[src/rtl/mem_arbiter_pkg.sv]
// Shared types for the instruction/data memory arbiter.
// Holds the FSM state encoding and the grant identity used by the
// round-robin tie-break.
package arbiter_types;

    typedef enum logic [1:0] {
        IDLE    = 2'd0,
        SERVE_I = 2'd1,
        SERVE_D = 2'd2
    } arb_state_t;

    typedef enum logic {
        GRANT_I = 1'b0,
        GRANT_D = 1'b1
    } grant_t;

endpackage

[src/rtl/mem_arbiter_if.sv]
// Cache-line request bus: one requester (master) and one responder (slave).
// Signals: read/write strobes, line address, write line, read line, resp pulse.
// master drives the request fields; slave returns rdata and the resp pulse.
interface mem_arbiter_if #(
    parameter int ADDR_W = 32,
    parameter int LINE_W = 256
);
    logic              read;
    logic              write;
    logic [ADDR_W-1:0] address;
    logic [LINE_W-1:0] wdata;
    logic [LINE_W-1:0] rdata;
    logic              resp;

    modport master (output read, write, address, wdata, input rdata, resp);
    modport slave  (input read, write, address, wdata, output rdata, resp);
endinterface

[src/rtl/mem_arbiter.sv]
// Purpose: arbitrates I-side reads and D-side reads/writes onto one memory port, round-robin on conflict.
// Latency: request to memory strobe 1 cycle; memory resp to requester resp 0 cycles; one idle cycle between transactions.
// Backpressure: requesters hold their request until resp; memory stalls by delaying m_resp, strobes stay held meanwhile.
// Ports: clk, rst_n (async, active-low); i_bus (slave, read-only side, write/wdata ignored);
//        d_bus (slave, read/write side); m_bus (master, towards physical memory).
module mem_arbiter
    import arbiter_types::*;
#(
    parameter int LINE_W = 256,
    parameter int ADDR_W = 32
) (
    input  logic          clk,
    input  logic          rst_n,
    mem_arbiter_if.slave  i_bus,
    mem_arbiter_if.slave  d_bus,
    mem_arbiter_if.master m_bus
);

    arb_state_t        state;
    grant_t            last_grant;
    grant_t            pick;
    logic              i_req;
    logic              d_req;
    logic              op_read;
    logic              op_write;
    logic [ADDR_W-1:0] op_addr;
    logic [LINE_W-1:0] op_wdata;

    // The instruction side never writes; its write fields are tied off here.
    logic unused_i_side;
    assign unused_i_side = ^{i_bus.write, i_bus.wdata};

    // Winner selection: on conflict the side that did not win last time goes.
    always_comb begin
        i_req = i_bus.read;
        d_req = d_bus.read | d_bus.write;
        pick  = GRANT_I;
        if (i_req && d_req) begin
            pick = (last_grant == GRANT_I) ? GRANT_D : GRANT_I;
        end else if (d_req) begin
            pick = GRANT_D;
        end
    end

    always_ff @(posedge clk or negedge rst_n) begin
        if (!rst_n) begin
            state      <= IDLE;
            last_grant <= GRANT_I;
            op_read    <= 1'b0;
            op_write   <= 1'b0;
            op_addr    <= '0;
            op_wdata   <= '0;
        end else begin
            case (state)
                IDLE: begin
                    if (i_req || d_req) begin
                        if (pick == GRANT_D) begin
                            state    <= SERVE_D;
                            op_addr  <= d_bus.address;
                            op_wdata <= d_bus.wdata;
                            // read+write together is treated as a write
                            op_write <= d_bus.write;
                            op_read  <= ~d_bus.write;
                        end else begin
                            state    <= SERVE_I;
                            op_addr  <= i_bus.address;
                            op_wdata <= '0;
                            op_write <= 1'b0;
                            op_read  <= 1'b1;
                        end
                    end
                end
                SERVE_I, SERVE_D: begin
                    // Requester inputs are not looked at here, so a dropped
                    // request still runs to completion.
                    if (m_bus.resp) begin
                        state      <= IDLE;
                        last_grant <= (state == SERVE_D) ? GRANT_D : GRANT_I;
                        op_read    <= 1'b0;
                        op_write   <= 1'b0;
                    end
                end
                default: state <= IDLE;
            endcase
        end
    end

    // Memory request comes only from the latched registers.
    assign m_bus.read    = op_read;
    assign m_bus.write   = op_write;
    assign m_bus.address = op_addr;
    assign m_bus.wdata   = op_wdata;

    // Completion is a same-cycle pass-through; rdata is only meaningful with resp.
    assign i_bus.rdata = m_bus.rdata;
    assign d_bus.rdata = m_bus.rdata;
    assign i_bus.resp  = (state == SERVE_I) && m_bus.resp;
    assign d_bus.resp  = (state == SERVE_D) && m_bus.resp;

endmodule

[src/flat_wrapper.sv]
// flat-port wrapper written by rule: the top's interface ports become plain ports
module mem_arbiter_flat import arbiter_types::*;
#(
    parameter int LINE_W = 256,
    parameter int ADDR_W = 32
)
  (clk, rst_n, i_bus_read, i_bus_write, i_bus_address, i_bus_wdata, i_bus_rdata, i_bus_resp, d_bus_read, d_bus_write, d_bus_address, d_bus_wdata, d_bus_rdata, d_bus_resp, m_bus_read, m_bus_write, m_bus_address, m_bus_wdata, m_bus_rdata, m_bus_resp);
  mem_arbiter_if #(.ADDR_W(ADDR_W), .LINE_W(LINE_W)) i_bus_i ();
  mem_arbiter_if #(.ADDR_W(ADDR_W), .LINE_W(LINE_W)) d_bus_i ();
  mem_arbiter_if #(.ADDR_W(ADDR_W), .LINE_W(LINE_W)) m_bus_i ();
  input  logic clk;
  input  logic rst_n;
  input wire logic [$bits(i_bus_i.read)-1:0] i_bus_read;
  input wire logic [$bits(i_bus_i.write)-1:0] i_bus_write;
  input wire logic [$bits(i_bus_i.address)-1:0] i_bus_address;
  input wire logic [$bits(i_bus_i.wdata)-1:0] i_bus_wdata;
  output wire logic [$bits(i_bus_i.rdata)-1:0] i_bus_rdata;
  output wire logic [$bits(i_bus_i.resp)-1:0] i_bus_resp;
  input wire logic [$bits(d_bus_i.read)-1:0] d_bus_read;
  input wire logic [$bits(d_bus_i.write)-1:0] d_bus_write;
  input wire logic [$bits(d_bus_i.address)-1:0] d_bus_address;
  input wire logic [$bits(d_bus_i.wdata)-1:0] d_bus_wdata;
  output wire logic [$bits(d_bus_i.rdata)-1:0] d_bus_rdata;
  output wire logic [$bits(d_bus_i.resp)-1:0] d_bus_resp;
  output wire logic [$bits(m_bus_i.read)-1:0] m_bus_read;
  output wire logic [$bits(m_bus_i.write)-1:0] m_bus_write;
  output wire logic [$bits(m_bus_i.address)-1:0] m_bus_address;
  output wire logic [$bits(m_bus_i.wdata)-1:0] m_bus_wdata;
  input wire logic [$bits(m_bus_i.rdata)-1:0] m_bus_rdata;
  input wire logic [$bits(m_bus_i.resp)-1:0] m_bus_resp;
  assign i_bus_i.read = i_bus_read;
  assign i_bus_i.write = i_bus_write;
  assign i_bus_i.address = i_bus_address;
  assign i_bus_i.wdata = i_bus_wdata;
  assign i_bus_rdata = i_bus_i.rdata;
  assign i_bus_resp = i_bus_i.resp;
  assign d_bus_i.read = d_bus_read;
  assign d_bus_i.write = d_bus_write;
  assign d_bus_i.address = d_bus_address;
  assign d_bus_i.wdata = d_bus_wdata;
  assign d_bus_rdata = d_bus_i.rdata;
  assign d_bus_resp = d_bus_i.resp;
  assign m_bus_read = m_bus_i.read;
  assign m_bus_write = m_bus_i.write;
  assign m_bus_address = m_bus_i.address;
  assign m_bus_wdata = m_bus_i.wdata;
  assign m_bus_i.rdata = m_bus_rdata;
  assign m_bus_i.resp = m_bus_resp;
  mem_arbiter #(.LINE_W(LINE_W), .ADDR_W(ADDR_W)) u_core (.clk(clk), .rst_n(rst_n), .i_bus(i_bus_i), .d_bus(d_bus_i), .m_bus(m_bus_i));
endmodule
[config.mk]
export PLATFORM = sky130hd
export DESIGN_NAME = mem_arbiter_flat
export DESIGN_NICKNAME = d
export VERILOG_FILES = /design/src/rtl/mem_arbiter_pkg.sv /design/src/rtl/mem_arbiter_if.sv /design/src/rtl/mem_arbiter.sv /design/src/flat_wrapper.sv
export SDC_FILE = /design/constraint.sdc
export NUM_CORES = 1
export LEC_CHECK = 0
export ABC_AREA = 1
export BUFFER_PORTS_ARGS = -buffer_cell sky130_fd_sc_hd__clkbuf_2
export CORE_AREA = 3 3 641 643
export DETAILED_ROUTE_END_ITERATION = 16
export DIE_AREA = 0 0 644 646
export PLACE_DENSITY = 0.3
export SLEW_MARGIN = 10
export SYNTH_ARGS = -nofsm -noshare
export SYNTH_HDL_FRONTEND = slang
export SYNTH_SLANG_ARGS = --single-unit
[constraint.sdc]
create_clock -name clk -period 2.4 [get_ports clk]
set_clock_uncertainty 0.2 [all_clocks]
set_input_delay 0.24 -clock clk [delete_from_list [all_inputs] [get_ports clk]]
set_output_delay 0.24 -clock clk [all_outputs]
set_load 0.05 [all_outputs]
**After elaboration in Yosys (flattened, before gate mapping)**

Index checks and enable logic that the tools add are counted.

- Bits in registers: 293
- Bits in latches: 0
- Memory bits (writable): 0
- Memory bits (read-only): 0
- Output and inout bits: 804
- Logic and storage cells: 40
- Memories kept: 0

- Add/sub/neg operators: 0
- $mul: 0
- Div/mod/pow operators: 0
- $lt $le $gt $ge: 0
- Eq/ne operators: 4
- Shift operators: 0
- Mux-type cells: 17
- Bitwise operators: 2
- Reduce and logical (&&, ||, !) cells: 11

Operators by type and width:

| kind | count |
|---|---|
| 2-to-1 mux 256 bit | 1 |
| 2-to-1 mux 32 bit | 1 |
| 2-to-1 mux 1 bit | 9 |
| 2-to-1 mux 2 bit | 3 |
| AND reduction 2 bit | 3 |
| case mux 1 bit (2 select lines) | 2 |
| case mux 2 bit (2 select lines) | 1 |
| logical AND 1 bit | 3 |
| AND reduction 3 bit | 1 |
| equality test 2 x 1 -> 1 bit (second input constant) | 1 |
| equality test 2 bit (second input constant) | 1 |
| zero test 2 bit | 1 |
| inequality test 2 x 1 -> 1 bit (second input constant) | 1 |
| inequality test 2 bit (second input constant) | 1 |
| nonzero test 2 bit | 1 |
| OR reduction 2 bit | 1 |
| logical OR 1 bit | 1 |
| NOT 1 bit | 1 |
| OR 1 bit | 1 |

**Depth between registers and ports, before layout**

- Word-level depth: 6
- Gate-level depth with buffers: 10
- Depth with buffers taken out: 7

**Worst setup path after synthesis**

Ideal clock, no wire load.

- Path type: register to register
- Start: register u_core.state[0]
- End: register u_core.op_wdata[206], in the netlist u_core.m_bus.wdata[206]
- Setup time: 0.119 ns
- Data arrival time: 1.474 ns
- Data required time: 2.081 ns
- Path slack: 0.607 ns
- Cell stages (with the launch flop): 11
- Period minus slack after synthesis: 1.793 ns
- Path through: dfrtp_1 -> inv_1 -> ha_1 -> buf_2 -> inv_1 -> a21oi_4 -> inv_2 -> buf_2 -> buf_2 -> nand2_1 -> nand2_1

- Word-level cells in the longest chain between the ends: 2

RTL lines:

| what | line | source |
|---|---|---|
| start, declared | mem_arbiter.sv:19 | `arb_state_t state;` |
| start signal, assigned | mem_arbiter.sv:47 | `state <= IDLE;` |
| start signal, assigned | mem_arbiter.sv:58 | `state <= SERVE_D;` |
| start signal, assigned | mem_arbiter.sv:65 | `state <= SERVE_I;` |
| zero test 2 bit | mem_arbiter.sv:54 | `case (state)` |
| AND reduction 2 bit (no line) | n/a |  |
| end signal, assigned | mem_arbiter.sv:60 | `op_wdata <= d_bus.wdata;` |
| end, declared | mem_arbiter.sv:27 | `logic [LINE_W-1:0] op_wdata;` |

No other way between the ends.
A chain may end at the register's enable or synchronous reset.

**Worst setup path in the final report**

- Start: register u_core.state[0]
- End: register u_core.op_read, in the netlist u_core.m_bus.read

- Word-level cells in the longest chain between the ends: 4
- Elaborated cells between the ends (all ways): 9
- Those cells by class: eq/ne: 4; mux: 1; reduce/logical: 4

RTL lines:

| what | line | source |
|---|---|---|
| equality test 2 x 1 -> 1 bit / equality test 2 bit (equally long branches) | mem_arbiter.sv:54 |  |
| OR reduction 2 bit | mem_arbiter.sv:54 |  |
| inequality test 2 bit (no line) / nonzero test 2 bit (equally long branches) | n/a |  |
| AND reduction 3 bit (no line) | n/a |  |
| end signal, assigned | mem_arbiter.sv:63 | `op_read <= ~d_bus.write;` |
| end, declared | mem_arbiter.sv:24 | `logic op_read;` |

Several ways; a longest one is shown, not always the timed one.

==> metrics <==
CORE AREA 406000 um2; grt ovf 0; Cell Chain, Critical Path inv_2 > ha_4 > a21oi_1 > dlygate4sd3_1 > nand4_1 > dlygate4sd3_1 > nand2_1; Pleak 0.0119 uW; final hold vios 0; top cells by area, synth dfrtp_1, buf_4, nand2_1; Post-Syn Instances 1936; Row Count 234; largest net degree at the start of global routing 83; CP max-delay cell dlygate4sd3_1; Routed wire per std cell 21.7 um; drt first pass iters 6; Final ANT Viol Nets 0; CP startpoint kind flip-flop; vias per inst 1.91; GP Congestion 0.720; status completed; cell area after synthesis 15900 um2; slew margin rel. 0.528; Crit. End Element flip-flop; Crit path largest cell delay 560 ps; Initial Util 0.0392; Top FF cell, synth dfrtp_1; CTS tree built; worst endpoint required time 2790 ps; P&R area growth vs syn 71.9%; final hold slack 133 ps; Buf+Inv Stages, Crit Path 3; clk_lat worst skew 650 ps; Worst EP arrival 2720 ps; Syn Nets 2778; clk sinks 293; vias 15000; post-synth top area share 0.461; Final min period 2320 ps; Iter 0 DRT Violations 819; Synth cell types 18; Worst-Margin Slew 705 ps; final instance area 27400 um2; Root Driver clkbuf_16; Pwr Density 1450 nW/um2; die width 644 um; final setup fails 0; Max Clk Rate 430 MHz; initial antenna violation count 120; max-cap violations 0; Hold Crit Class in -> reg; CTS max path bufs 3; cts bufs inserted 52; H-tree depth 2; DRC 0; Die Ht 646 um; final wirelength 171 mm; Synth area leader dfrtp_1; crit share post-route 0.968; CP Max Fanout 4; GRT Util Overall 0.0794; Final Max Slew Viols 0; # IOs 1643; first-pass GRT wire length 206 mm; Ys Warns 0; IO Port Bufs 617; vias in the first global route 15700; share of flip-flops with an asynchronous set or reset 1.00; ratio of cells with drive above 1 in the final layout 0.316; Synth Register Bits 293; final net count 3217; VDD IR max 0.658 mV; number of synthesized flops with an enable pin 0; CTS clock-pin slew for the worst setup and hold paths 60 ps; Mean Syn Cell Area 8.22 um2; register area share after synthesis 0.461; delay-heaviest family, CP buffers and inverters; DP HPWL 151 mm; placed cell areas 22200 um2; Crit Path Class reg -> reg; cell with the most instances after synthesis nand2_1; Die ar. 416000 um2; CP dominant cell by count dlygate4sd3_1; top post-synthesis cells by count nand2_1, buf_4, dfrtp_1, nand3_1, inv_1
==> per-layer routing <==
metal,track usage,share of wire,vias to the layer above,routed length (um)
li1,-,-,6430,-
met1,0.0690,0.30,6869,51400
met2,0.127,0.45,1213,76500
met3,0.0769,0.21,480,35700
met4,0.0227,0.038,24,6440
met5,0.00892,0.0037,-,628
==> through the flow <==
stage	util	setup slack (ps)	setup TNS [ps]	instances	total power, uW
6_report	0.0674	76.3	0	7863	39700
2_1_floorplan	-	607	0	1936	23500
5_1_grt	0.0674	-3.91	-3.91	7856	43000
3_3_place_gp	0.0546	260	0	7414	32300
3_5_place_dp	0.0546	243	0	7414	32300
4_1_cts	0.0673	16.6	0	7845	41500
==> registers in the layout, summed over array words and instances (netlist names) <==
signal,flops
u_core.m_bus.wdata,256
u_core.state,2
u_core.m_bus.read,1
u_core.m_bus.write,1
u_core.last_grant,1
u_core.m_bus.address,32
==> logic make-up (layout without fill, tap and decap cells) <==
family,after synthesis,count (layout),share of synthesized area
simple gates,953,953,0.249
buf+inv,682,1164,0.286
compound gates,5,5,0.00228
other cells,0,17,0
fa+ha+maj,3,3,0.00236
flops,293,293,0.461
==> placed cells by master, fill, tap and decap left out, types with 2 or more instances in the layout <==
| cell type | count |
|---|---|
| o21ai_0 | 2 |
| dlygate4sd3_1 | 333 |
| nand2_1 | 656 |
| clkbuf_16 | 54 |
| clkinv_2 | 5 |
| inv_1 | 70 |
| clkbuf_8 | 8 |
| nand4_1 | 2 |
| nand3_1 | 291 |
| inv_2 | 2 |
| diode_2 | 17 |
| clkinv_4 | 8 |
| clkbuf_2 | 614 |
| buf_12 | 23 |
| bufinv_16 | 3 |
| nor2_4 | 2 |
| inv_6 | 4 |
| buf_4 | 21 |
| clkbuf_1 | 3 |
| dfrtp_1 | 293 |
| clkbuf_4 | 2 |
| ha_1 | 2 |
| clkinvlp_4 | 11 |
==> worst paths after layout <==
| check | cells past startpoint | startpoint | slack, ps | endpoint |
|---|---|---|---|---|
| max | 7 | u_core.state[0] | 80 | u_core.m_bus.read |
| min | 4 | d_bus_wdata[102] | 130 | u_core.m_bus.wdata[102] |
| max reg2reg | 7 | u_core.state[0] | 80 | u_core.m_bus.read |
| min reg2reg | 2 | u_core.m_bus.wdata[97] | 270 | u_core.m_bus.wdata[97] |
| max in group asynchronous | 3 | rst_n | 1350 | u_core.m_bus.wdata[18] |
| min in group asynchronous | 3 | rst_n | 150 | u_core.m_bus.wdata[75] |
==> power by group <==
| part | switching [uW] | total [uW] | internal (uW) |
|---|---|---|---|
| Clock | 3310 | 8010 | 4700 |
| Sequential | 1410 | 8700 | 7290 |
| Combinational | 18700 | 23000 | 4270 |
==> worst reg2reg max path: stages, from the launching register on <==
cell and delay [ps]:
dfrtp_1 400, inv_2 90, ha_4 210, a21oi_1 120, dlygate4sd3_1 560, nand4_1 70, dlygate4sd3_1 560, nand2_1 50
==> layout make-up <==
| type | count | area, um2 |
|---|---|---|
| antenna | 17 | 42.5 |
| clock buffer | 65 | 1470 |
| clock inverter | 32 | 319 |
| fill | 48000 | 378000 |
| inverter | 73 | 282 |
| multi-input combinational | 961 | 4060 |
| sequential | 293 | 7330 |
| tap | 5428 | 6790 |
| timing repair buffer | 994 | 7050 |
==> timing repair <==
item                                    CTS  global route
buffers inserted                          0             1
hold buffers                            334             0
endpoints found under the hold margin   586             0
gates resized for setup                   2             2
endpoints found under the setup margin    2             1
Note: power is estimated with default switching activity, not from simulation.
